## src/rtl/noc_pkg.sv

```systemverilog
// Shared NoC definitions: port/VC geometry, flit layout and flit type codes.
package noc_pkg;

   localparam int unsigned PORT_N   = 5;
   localparam int unsigned PORT_W   = 3;
   localparam int unsigned VCH_N    = 4;
   localparam int unsigned VCH_W    = 2;
   localparam int unsigned DATA_W   = 32;
   localparam int unsigned TYPE_MSB = 31;
   localparam int unsigned TYPE_LSB = 29;
   localparam int unsigned TYPE_W   = TYPE_MSB - TYPE_LSB + 1;

   localparam logic [TYPE_W-1:0] TYPE_NONE     = TYPE_W'(0);
   localparam logic [TYPE_W-1:0] TYPE_HEAD     = TYPE_W'(1);
   localparam logic [TYPE_W-1:0] TYPE_BODY     = TYPE_W'(2);
   localparam logic [TYPE_W-1:0] TYPE_TAIL     = TYPE_W'(3);
   localparam logic [TYPE_W-1:0] TYPE_HEADTAIL = TYPE_W'(4);

   typedef struct packed {
      logic [DATA_W-1:0] data;
      logic              valid;
      logic [VCH_W-1:0]  vch;
   } router_i_t;

endpackage

```

## src/rtl/output_port_pkg.sv

```systemverilog
// Output-port additions: default credit depth and the per-VC status bundle.
package output_port_pkg;

   import noc_pkg::*;

   localparam int unsigned CREDIT_N_DEFAULT = 4;
   localparam int unsigned CREDIT_W         = $clog2(CREDIT_N_DEFAULT + 1);

   typedef struct packed {
      logic [VCH_N-1:0] rdy;
      logic [VCH_N-1:0] lck;
   } outputc_wire_o_t;

endpackage

```

## src/rtl/rr_arbiter.sv

```systemverilog
// N-way one-hot arbiter.
//   OUTPUT_PORT_RR_EN defined  : round robin, search starts after the last winner.
//   OUTPUT_PORT_RR_EN undefined: fixed priority, lowest index wins, no state.
// Ports: clk, rst_n, req_i[N] requests, upd_i pointer update enable,
//        gnt_o[N] one-hot grant (zero when no request).
module rr_arbiter #(
   parameter int unsigned N = 5
) (
   input  logic         clk,
   input  logic         rst_n,
   input  logic [N-1:0] req_i,
   input  logic         upd_i,
   output logic [N-1:0] gnt_o
);

   localparam int unsigned W = (N > 1) ? $clog2(N) : 1;

`ifdef OUTPUT_PORT_RR_EN
   logic [W-1:0] ptr_q;
   logic [W-1:0] idx;
   logic [W-1:0] gidx;
   logic         found;

   // Scan ptr+1 .. ptr+N (mod N); first requester wins.
   always_comb begin
      gnt_o = '0;
      found = 1'b0;
      idx   = '0;
      gidx  = ptr_q;
      for (int i = 1; i <= N; i++) begin
         idx = W'((32'(ptr_q) + 32'(i)) % N);
         if (!found && req_i[idx]) begin
            gnt_o[idx] = 1'b1;
            gidx       = idx;
            found      = 1'b1;
         end
      end
   end

   // Pointer remembers the last granted requester.
   always_ff @(posedge clk or negedge rst_n) begin
      if (!rst_n)
         ptr_q <= '0;
      else if (upd_i && found)
         ptr_q <= gidx;
   end
`else
   logic unused_ok;
   assign unused_ok = clk ^ rst_n ^ upd_i;

   // Walk from the top down so the lowest requester is the last write.
   always_comb begin
      gnt_o = '0;
      for (int i = N - 1; i >= 0; i--) begin
         if (req_i[i])
            gnt_o = N'(1) << i;
      end
   end
`endif

endmodule

```

## src/rtl/output_port.sv

```systemverilog
// Router output channel: arbitrates input-port requests, keeps per-VC wormhole
// locks and downstream credits, and registers one flit per cycle onto the link.
// Arbitration policy selected by OUTPUT_PORT_RR_EN (round robin when defined,
// fixed lowest-index priority otherwise).
// Ports: clk, rst_n; req_i/vch_i/flit_i per-input requests; grt_o one-hot grant
// (combinational); rdy_o credit>0 per VC; lck_o lock per VC; ack_i credit
// returns; outputc_o registered link flit.
module output_port
   import noc_pkg::*;
   import output_port_pkg::*;
#(
   parameter int unsigned ROUTERID = 0,
   parameter int unsigned PCHID    = 0,
   parameter int unsigned CREDIT_N = CREDIT_N_DEFAULT
) (
   input  logic                          clk,
   input  logic                          rst_n,
   input  logic [PORT_N-1:0]             req_i,
   input  logic [PORT_N-1:0][VCH_W-1:0]  vch_i,
   input  router_i_t [PORT_N-1:0]        flit_i,
   output logic [PORT_N-1:0]             grt_o,
   output logic [VCH_N-1:0]              rdy_o,
   output logic [VCH_N-1:0]              lck_o,
   input  logic [VCH_N-1:0]              ack_i,
   output router_i_t                     outputc_o
);

   localparam int unsigned      CNT_W   = $clog2(CREDIT_N + 1);
   localparam logic [CNT_W-1:0] CNT_MAX = CNT_W'(CREDIT_N);

   logic [VCH_N-1:0][CNT_W-1:0]   credit_q, credit_d;
   logic [VCH_N-1:0]              lock_q, lock_d;
   logic [VCH_N-1:0][PORT_W-1:0]  owner_q, owner_d;
   outputc_wire_o_t               wire_q, wire_d;
   router_i_t                     link_d;

   logic [PORT_N-1:0][TYPE_W-1:0] ftype;
   logic [PORT_N-1:0]             elig;
   logic [PORT_N-1:0]             grt;
   logic [PORT_W-1:0]             gidx;
   logic                          gvld;
   logic [VCH_W-1:0]              gvch;
   logic [TYPE_W-1:0]             gtype;

   logic unused_ok;
   assign unused_ok = ^{flit_i, 32'(ROUTERID), 32'(PCHID)};

   // Eligibility: valid request, credit on the target VC, and either a packet
   // start on a free VC or a continuation from the VC's current owner.
   always_comb begin
      ftype = '0;
      elig  = '0;
      for (int p = 0; p < PORT_N; p++) begin
         ftype[p] = flit_i[p].data[TYPE_MSB:TYPE_LSB];
         if (req_i[p] && flit_i[p].valid && (credit_q[vch_i[p]] != '0)) begin
            if (!lock_q[vch_i[p]])
               elig[p] = (ftype[p] == TYPE_HEAD) || (ftype[p] == TYPE_HEADTAIL);
            else
               elig[p] = (owner_q[vch_i[p]] == PORT_W'(p)) &&
                         ((ftype[p] == TYPE_BODY) || (ftype[p] == TYPE_TAIL));
         end
      end
   end

   rr_arbiter #(
      .N(PORT_N)
   ) u_arb (
      .clk   (clk),
      .rst_n (rst_n),
      .req_i (elig),
      .upd_i (gvld),
      .gnt_o (grt)
   );

   assign grt_o = grt;

   // One-hot grant to index.
   always_comb begin
      gidx = '0;
      for (int p = 0; p < PORT_N; p++) begin
         if (grt[p])
            gidx = PORT_W'(p);
      end
   end

   assign gvld  = |grt;
   assign gvch  = vch_i[gidx];
   assign gtype = ftype[gidx];

   // Next state for credits, locks, owners, link register and status.
   always_comb begin
      credit_d = credit_q;
      lock_d   = lock_q;
      owner_d  = owner_q;
      link_d   = '0;
      wire_d   = '0;

      for (int v = 0; v < VCH_N; v++) begin
         if (gvld && (gvch == VCH_W'(v)) && !ack_i[v])
            credit_d[v] = credit_q[v] - CNT_W'(1);
         else if (!(gvld && (gvch == VCH_W'(v))) && ack_i[v] && (credit_q[v] != CNT_MAX))
            credit_d[v] = credit_q[v] + CNT_W'(1);
      end

      if (gvld) begin
         link_d.data  = flit_i[gidx].data;
         link_d.valid = 1'b1;
         link_d.vch   = gvch;
         if (gtype == TYPE_HEAD) begin
            lock_d[gvch]  = 1'b1;
            owner_d[gvch] = gidx;
         end else if (gtype == TYPE_TAIL) begin
            lock_d[gvch] = 1'b0;
         end
      end

      for (int v = 0; v < VCH_N; v++)
         wire_d.rdy[v] = (credit_d[v] != '0);
      wire_d.lck = lock_d;
   end

   always_ff @(posedge clk or negedge rst_n) begin
      if (!rst_n) begin
         credit_q   <= {VCH_N{CNT_MAX}};
         lock_q     <= '0;
         owner_q    <= '0;
         outputc_o  <= '0;
         wire_q.rdy <= '1;
         wire_q.lck <= '0;
      end else begin
         credit_q  <= credit_d;
         lock_q    <= lock_d;
         owner_q   <= owner_d;
         outputc_o <= link_d;
         wire_q    <= wire_d;
      end
   end

   assign rdy_o = wire_q.rdy;
   assign lck_o = wire_q.lck;

endmodule

```

## config.mk

```make
export PLATFORM = sky130hd
export DESIGN_NAME = output_port
export DESIGN_NICKNAME = d
export VERILOG_FILES = /design/src/rtl/noc_pkg.sv /design/src/rtl/output_port_pkg.sv /design/src/rtl/rr_arbiter.sv /design/src/rtl/output_port.sv
export SDC_FILE = /design/constraint.sdc
export NUM_CORES = 1
export LEC_CHECK = 0
export CAP_MARGIN = 10
export CORE_MARGIN = 5
export CORE_UTILIZATION = 42
export DETAILED_ROUTE_END_ITERATION = 16
export PLACE_DENSITY = 0.79
export SKIP_CTS_REPAIR_TIMING = 1
export SLEW_MARGIN = 10
export SYNTH_ARGS = -nofsm -noshare
export SYNTH_HDL_FRONTEND = slang
export SYNTH_SLANG_ARGS = --single-unit
export TNS_END_PERCENT = 100
```

## constraint.sdc

```tcl
create_clock -name clk -period 4.46 [get_ports clk]
set_input_delay 0.892 -clock clk [delete_from_list [all_inputs] [get_ports clk]]
set_output_delay 0.892 -clock clk [all_outputs]
set_load 0.01 [all_outputs]
```

# Word-level counts from Yosys, hierarchy flattened
# Index checks and enable logic that the tools add are counted.
[classes]
bitwise = 3
mux = 71
order_cmp = 8
reduce_logical = 65
addsub = 8
n_eq_ne = 33
[ops]
columns = ["cell", "count"]
rows = [
  ["binary-select mux 35 bit (select 3 bit)", 1],
  ["2-to-1 mux 35 bit", 2],
  ["2-to-1 mux 3 bit", 23],
  ["binary-select mux 3 bit (select 2 bit)", 10],
  ["== test 3 x 2 -> 1 bit, second input constant", 13],
  ["logical AND 1 bit", 32],
  ["nonzero test 3 bit", 9],
  ["2-to-1 mux 5 bit", 5],
  ["== test 3 x 1 -> 1 bit, second input constant", 7],
  ["== test 3 bit, second input constant", 6],
  ["< comparator 2 x 3 -> 1 bit, second input constant", 6],
  ["2-to-1 mux 1 bit", 17],
  ["adder 3 x 1 -> 3 bit, second input constant", 4],
  ["bitwise mux 12 bit", 1],
  ["inequality test 3 bit, second input constant", 4],
  ["subtractor 3 x 1 -> 3 bit, second input constant", 4],
  ["binary-select mux 1 bit (select 2 bit)", 5],
  ["logical OR 1 bit", 10],
  ["binary-select mux 3 bit (select 3 bit)", 1],
  ["zero test 1 bit", 8],
  ["2-to-1 mux 4 bit", 2],
  ["binary-select mux 2 bit (select 3 bit)", 1],
  ["demux 3 bit (select 2 bit)", 1],
  ["OR reduction 5 bit", 1],
  ["other kinds (13)", 15],
]
[totals]
input_bits = 196
output_inout_bits = 48
ff_bits = 67

# Longest topological paths before layout
# Gate-level depths: netlist of the first run.
[logic_depth]
word_depth = 25
mapped_depth = 13
depth_no_buf = 11

# Hierarchy
# A second synthesis of the first run with hierarchy kept.
[unflattened]
hier_cells = 526
hier_area_um2 = 5124.9
[by_module_without_submodules]
columns = ["mod", "seq_area_each_um2", "cells_each", "instances", "area_per_inst_um2"]
rows = [
  ["output_port", 1686.6, 520, 1, 5067.4],
  ["rr_arbiter", 0.0, 6, 1, 57.6],
]

# Worst setup path before layout of the first run
# Ideal clock, no wire load.
[synth_timing]
path_kind = "input to register"
from = "input port vch_i[6] in the netlist's numbering"
to = "register wire_q (netlist bit rdy_o[0])"
setup_time_ns = 0.094
cell_stages = 12
slack_ns = 0.623
arrival_ns = 3.743
path_cell_list = "buf_6 mux4_2 nor3_1 o311ai_1 a211o_2 o211a_4 o22ai_4 a21o_4 buf_6 nand4_1 o311a_4 or4b_1"
[synth_rtl]
columns = ["element", "line_no", "rtl"]
rows = [
  ["start: declaration", "output_port.sv:19", "input logic [PORT_N-1:0][VCH_W-1:0] vch_i,"],
  ["end signal: assignment", "output_port.sv:135", "wire_q <= wire_d;"],
  ["end: declaration", "output_port.sv:34", "outputc_wire_o_t wire_q, wire_d;"],
]

# Final worst setup path of the first run
[layout_timing]
from = "input port vch_i[2] in the netlist's numbering"
to = "output port grt_o[4]"
[layout_between]
elab_chain_len = 8
elab_cells_between_ends = 14
cone_classes = "eq/ne (1); mux (10); reduce/logical (3)"
[layout_lines]
columns = ["element", "line_no", "rtl"]
rows = [
  ["binary-select mux 3 bit (select 2 bit)", "output_port.sv:59", "elig[p] = (owner_q[vch_i[p]] == PORT_W'(p)) &&"],
  ["2-to-1 mux 3 bit (not written as such)", "output_port.sv:59", ""],
  ["== test 3 x 1 -> 1 bit", "output_port.sv:59", ""],
  ["logical AND 1 bit", "output_port.sv:59", ""],
  ["2-to-1 mux 1 bit", "output_port.sv:56", "if (!lock_q[vch_i[p]])"],
  ["2-to-1 mux 1 bit *", "output_port.sv:55", "if (req_i[p] && flit_i[p].valid && (credit_q[vch_i[p]] != '0)) begin"],
  ["2-to-1 mux 5 bit * (2 in a row)", "rr_arbiter.sv:55", "if (req_i[i])"],
  ["end: declaration", "output_port.sv:21", "output logic [PORT_N-1:0] grt_o,"],
]
# Every way passes the cells marked *; elsewhere a longest branch is shown, timed or not. The select of a mux whose other input is x is not followed.

==> flow_summary.ini, run 1 <==
[clock_network]
numCtsBuffers = 9
cts.sink_count = 67
clock_latency_ns = 0.33
cts_tree = built
cts-root-buf = clkbuf_16
cts.path.max_buffers = 2
clk_pin_slew_ns = 0.06
cts_max_level = 3

[critical_path]
r2r_cells = 11
r2r_slack_ns = 0.64
critPathCaptureType = output port
worstPathMaxFanout = 7
worst_setup_path_start_kind = input pin
critPathArrivalTime_ns = 3.47
cp_data_required_time_ns = 3.57
critPathKind = input pin to output port

[floorplan]
rows = 40
die_w_um = 121
dieArea_sq_mm = 0.0147
die_y_um = 121
fp.coreArea_sq_mm = 0.0121
initial_core_util_pct = 43.1
io_pins = 244

[timing]
post-route-period-util_pct = 97.9
slew_violations = 0
fmax_mhz = 229
finClkSkew_ns = 0.00755
worst_slew_pin_slew_ns = 0.979
final-hold-violation-count = 0
tns_ns = 0
fin_crit_ns = 4.37
finalWorstSetupSlack_ns = 0.0948
holdWs_ns = 0.517
grt_setup_unrepaired = false
maxSlewHeadroom_pct = 34.7
setup_viol = 0

[route]
antenna_left = 0
vias = 5439
viasPerCell = 5.57
route.detailed.drc = 0
wl_mm = 19.7
dr.pass1.iters = 5
wl_per_cell_um = 20.2
drt_iter0_markers = 337

[final_layout]
seqCellArea_sq_mm = 0.00169
area_delta_synth_final_pct = 60.3
nets = 1011
fill_cells = 933
drive_gt1_share_pct = 18.3
final_common_cell = clkdlybuf4s50_1
multi_input_area_sq_mm = 0.00331
finish.utilization_pct = 69.1
layout_common_cells = clkdlybuf4s50_1, o21ai_0, dfrtp_1, nand2_1, buf_4
insertedDiodeCount = 0

[grt]
grt_max_degree = 60
grt-busiest-layer = met2
grtUsageTotal_pct = 27.0
antenna_found_initial = 0
grt_pass1_vias = 5788
globalRouteMet3Util_pct = 10.1
grt_util_met1_pct = 30.7
grt_pass1_wl_mm = 30.7
grt_overflow_total = 0
met2_usage_pct = 44.6

[synth]
synth_cell_type_count = 80
synthFlopType = dfrtp_1
synth_fp_nets = 750
synth-edff-count = 0
synth_cells = 542
yosysWarnings = 0
yosysSeqAreaShare_pct = 32.4
syn_avg_cell_area_sq_um = 9.59
synthArstFlopShare_pct = 100
syn_area_sq_mm = 0.00520
ys_ff_latch = 67

[power_and_ir_drop]
leakagePower_nw = 3.64
p_total_mw = 3.20
power.density_mw_per_mm2 = 384
peakVddDrop_uv = 181

[placed_design]
io_buffers = 233
globalplace.congestion = 0.926
place_hpwl_mm = 15.9
post-place-ws_ns = -0.172

[hold_path]
hold_path_depth = 1
hp-class = flop to flop

[status]
outcome = finished, final reports clean

[job]
cap_violations = 0
## sequential cells by signal, indices dropped and copies added (netlist names), named ones only
register	cells
credit_q	12
owner_q	12
outputc_o	35
rdy_o	4
## final timing paths
| kind | from | to |
|---|---|---|
| setup reg to reg | flop | rdy_o[1]$_DFF_PN1_ |
| hold reg to reg | credit_q[11]$_DFF_PN1_ | credit_q[11]$_DFF_PN1_ |
| hold / removal | credit_q[11]$_DFF_PN1_ | credit_q[11]$_DFF_PN1_ |
| max in group asynchronous | rst_n | credit_q[8]$_DFF_PN1_ |
| min in group asynchronous | rst_n | credit_q[3]$_DFF_PN0_ |
| setup / recovery | vch_i[2] | grt_o[4] |
## Yosys cell counts, types with 9 or more instances
master | instances | share of area, %
nor2_1 | 13 | 0.94
dfrtp_1 | 59 | 28
mux2i_1 | 47 | 9.0
buf_1 | 9 | 0.65
clkbuf_1 | 18 | 1.3
o21ai_0 | 71 | 6.8
nand2_1 | 54 | 3.9
ha_1 | 12 | 2.9
mux2_2 | 36 | 7.8
a21oi_1 | 11 | 1.1
nand3_1 | 34 | 3.3
inv_1 | 22 | 1.6
## power by group
part           leakage (nW)  switching, mW  internal (mW)  total, mW
clock network         0.150          0.264          0.488      0.752
registers             0.871          0.158          0.792      0.949
logic                  2.62          0.698          0.802       1.50
total                  3.64           1.12           2.08       3.20
## metal layers
| layer | vias up | share of wire [%] | wire length, um |
|---|---|---|---|
| met5 | - | 0 | 0 |
| met4 | 0 | 4.4 | 874 |
| met3 | 56 | 11 | 2170 |
| met2 | 278 | 48 | 9430 |
| met1 | 2562 | 37 | 7240 |
| li1 | 2543 | - | - |
## cells by family (layout without fill, tap and decap cells)
logic type	Yosys count	count (layout)	synth area share [%]
simple gates	162	162	17.5
fa+ha+maj	12	12	2.89
buf+inv	58	324	4.79
mux	99	99	22.0
compound gates	136	136	19.0
xor+xnor	8	8	1.35
flops	67	67	32.4
## metrics by stage
step | cells | instance area (sq um)
CTS | 976 | 8290
detailed placement | 960 | 7980
global placement | 960 | 7980
floorplan | 542 | 5200
global route | 976 | 8330
finish | 976 | 8330
## critical path, cell delays in order
cell             delay (ns)
clkdlybuf4s50_1        0.52
mux4_2                 0.54
o31ai_1                0.10
o32a_1                 0.23
buf_4                  0.16
a2bb2oi_4              0.19
and3_4                 0.28
clkdlybuf4s50_1        0.55
## layout make-up
class | instances | area share, %
clock buffers | 11 | 2.79
clock inverters | 5 | 0.931
inverters | 23 | 1.04
multi-input cells | 417 | 39.7
flip-flops and latches | 67 | 20.2
well taps | 168 | 2.52
repair buffers | 285 | 32.8
Power figures use the tool's default switching activity.
==> run 2, diff against run 1 <==
- GPL_TIMING_DRIVEN: not set -> 1
==> results of run 2 <==
The final DEF is identical to that of run 1; final timing and power are the same.
==> run 3, diff against run 2 <==
--- a/config.mk
+++ b/config.mk
@@ -11,3 +11,2 @@
 export DETAILED_ROUTE_END_ITERATION = 16
-export GPL_TIMING_DRIVEN = 1
 export PLACE_DENSITY = 0.79
--- a/constraint.sdc
+++ b/constraint.sdc
@@ -3,2 +3,2 @@
 set_output_delay 0.892 -clock clk [all_outputs]
-set_load 0.01 [all_outputs]
+set_load 0.05 [all_outputs]
==> flow_summary.ini, run 3 (synthesized netlist as in run 1, its figures left out) <==
[status]
outcome = finished, final reports clean

[grt]
grtUsageTotal_pct = 26.4
grt_overflow_total = 0
antenna_found_initial = 0
grt_pass1_vias = 5589
grt_pass1_wl_mm = 29.9
grt_max_degree = 63

[route]
antenna_left = 0
dr.pass1.iters = 5
vias = 5432
wl_mm = 19.6
route.detailed.drc = 0
viasPerCell = 5.61
drt_iter0_markers = 348
wl_per_cell_um = 20.2

[clock_network]
cts.sink_count = 67
cts_tree = built
clk_pin_slew_ns = 0.06
clock_latency_ns = 0.34
cts-root-buf = clkbuf_16
cts_max_level = 3
cts.path.max_buffers = 2
numCtsBuffers = 9

[final_layout]
layout_common_cells = clkdlybuf4s50_1, o21ai_0, dfrtp_1, nand2_1, mux2i_1
fill_cells = 956
nets = 1004
layout_top_registers = outputc_o (35), credit_q (12), owner_q (12)
area_delta_synth_final_pct = 59.1
largest_reg_flops = 35
finalInstanceArea_sq_mm = 0.00827
final_common_cell = clkdlybuf4s50_1
insertedDiodeCount = 0
finish.utilization_pct = 68.6
regMostFlops = outputc_o
fin_cells = 969
drive_gt1_share_pct = 17.7

[timing]
grt_setup_unrepaired = false
finalWorstSetupSlack_ns = 0.184
worst_slew_pin_slew_ns = 0.881
post-route-period-util_pct = 95.9
holdWs_ns = 0.507
slew_violations = 0
fin_crit_ns = 4.28
finClkSkew_ns = 0.0113
setup_viol = 0
final-hold-violation-count = 0
tns_ns = 0
maxSlewHeadroom_pct = 41.3
fmax_mhz = 234

[placed_design]
post-place-ws_ns = -0.0780
place_inst = 953
place_hpwl_mm = 15.8
globalplace.congestion = 0.957
io_buffers = 233
dpl_cell_area_sq_mm = 0.00798

[power_and_ir_drop]
swShare_pct = 40.7
pwr-share-comb_pct = 51.8
p_seq_share_pct = 27.7
power.share.clock_pct = 20.5
power.density_mw_per_mm2 = 415
peakVddDrop_uv = 194
switching_power_mw = 1.40
p_total_mw = 3.44
leakagePower_nw = 3.59
internal-power_mw = 2.04

[critical_path]
critPathKind = input pin to output port
critPathArrivalTime_ns = 3.38
cp_data_required_time_ns = 3.57
worstPathMaxFanout = 10
worst_setup_path_start_kind = input pin
critPathCaptureType = output port

[floorplan]
io_pins = 244
die_w_um = 121
die_y_um = 121
dieArea_sq_mm = 0.0147
rows = 40
fp.coreArea_sq_mm = 0.0121
initial_core_util_pct = 43.1

[hold_path]
hp-class = flop to flop

[job]
cap_violations = 0
-- run 3: power by group through the flow --
stage / registers (mW) / logic [mW] / clock network [mW]
floorplan: 1.23 / 0.807 / 0
global placement: 0.949 / 1.72 / 0
detailed placement: 0.962 / 1.78 / 0
CTS: 0.953 / 1.79 / 0.715
global route: 0.974 / 1.91 / 0.745
finish: 0.952 / 1.78 / 0.704
-- run 3: final timing paths --
kind                       cells after the start  slack (ns)                endpoint                   from
max reg2reg                                   10        0.76  owner_q[5]$_DFFE_PN0P_                   flop
min in group asynchronous                      1        0.68  outputc_o[9]$_DFF_PN0_                  rst_n
max in group asynchronous                      2        2.81  credit_q[11]$_DFF_PN1_                  rst_n
min                                            1        0.51   credit_q[2]$_DFF_PN1_  credit_q[2]$_DFF_PN1_
min reg2reg                                    1        0.51   credit_q[2]$_DFF_PN1_  credit_q[2]$_DFF_PN1_
max                                            9        0.18                grt_o[4]               vch_i[4]
-- run 3: layer usage --
layer	global-route usage, %	part of all wire (%)	vias to the layer above
met1	30.6	37	2611
li1	-	-	2533
met4	9.24	2.9	0
met5	0	0	-
met3	8.76	10	37
met2	45.7	50	251
-- run 3: critical path, cell delays in order --
cell,delay (ns)
clkdlybuf4s50_1,0.52
buf_4,0.19
nor4bb_1,0.35
o2111ai_1,0.24
a311oi_4,0.46
a2bb2oi_2,0.16
and3_4,0.24
buf_4,0.17
buf_12,0.15
-- run 3: final cells by class --
type,instances,area [sq um],share of cell area (%)
well taps,168,210,2.54
multi-input cells,417,3270,39.5
inverters,23,86.3,1.04
repair buffers,278,2730,33.0
clock buffers,13,250,3.03
clock inverters,3,40.0,0.484
flip-flops and latches,67,1690,20.4
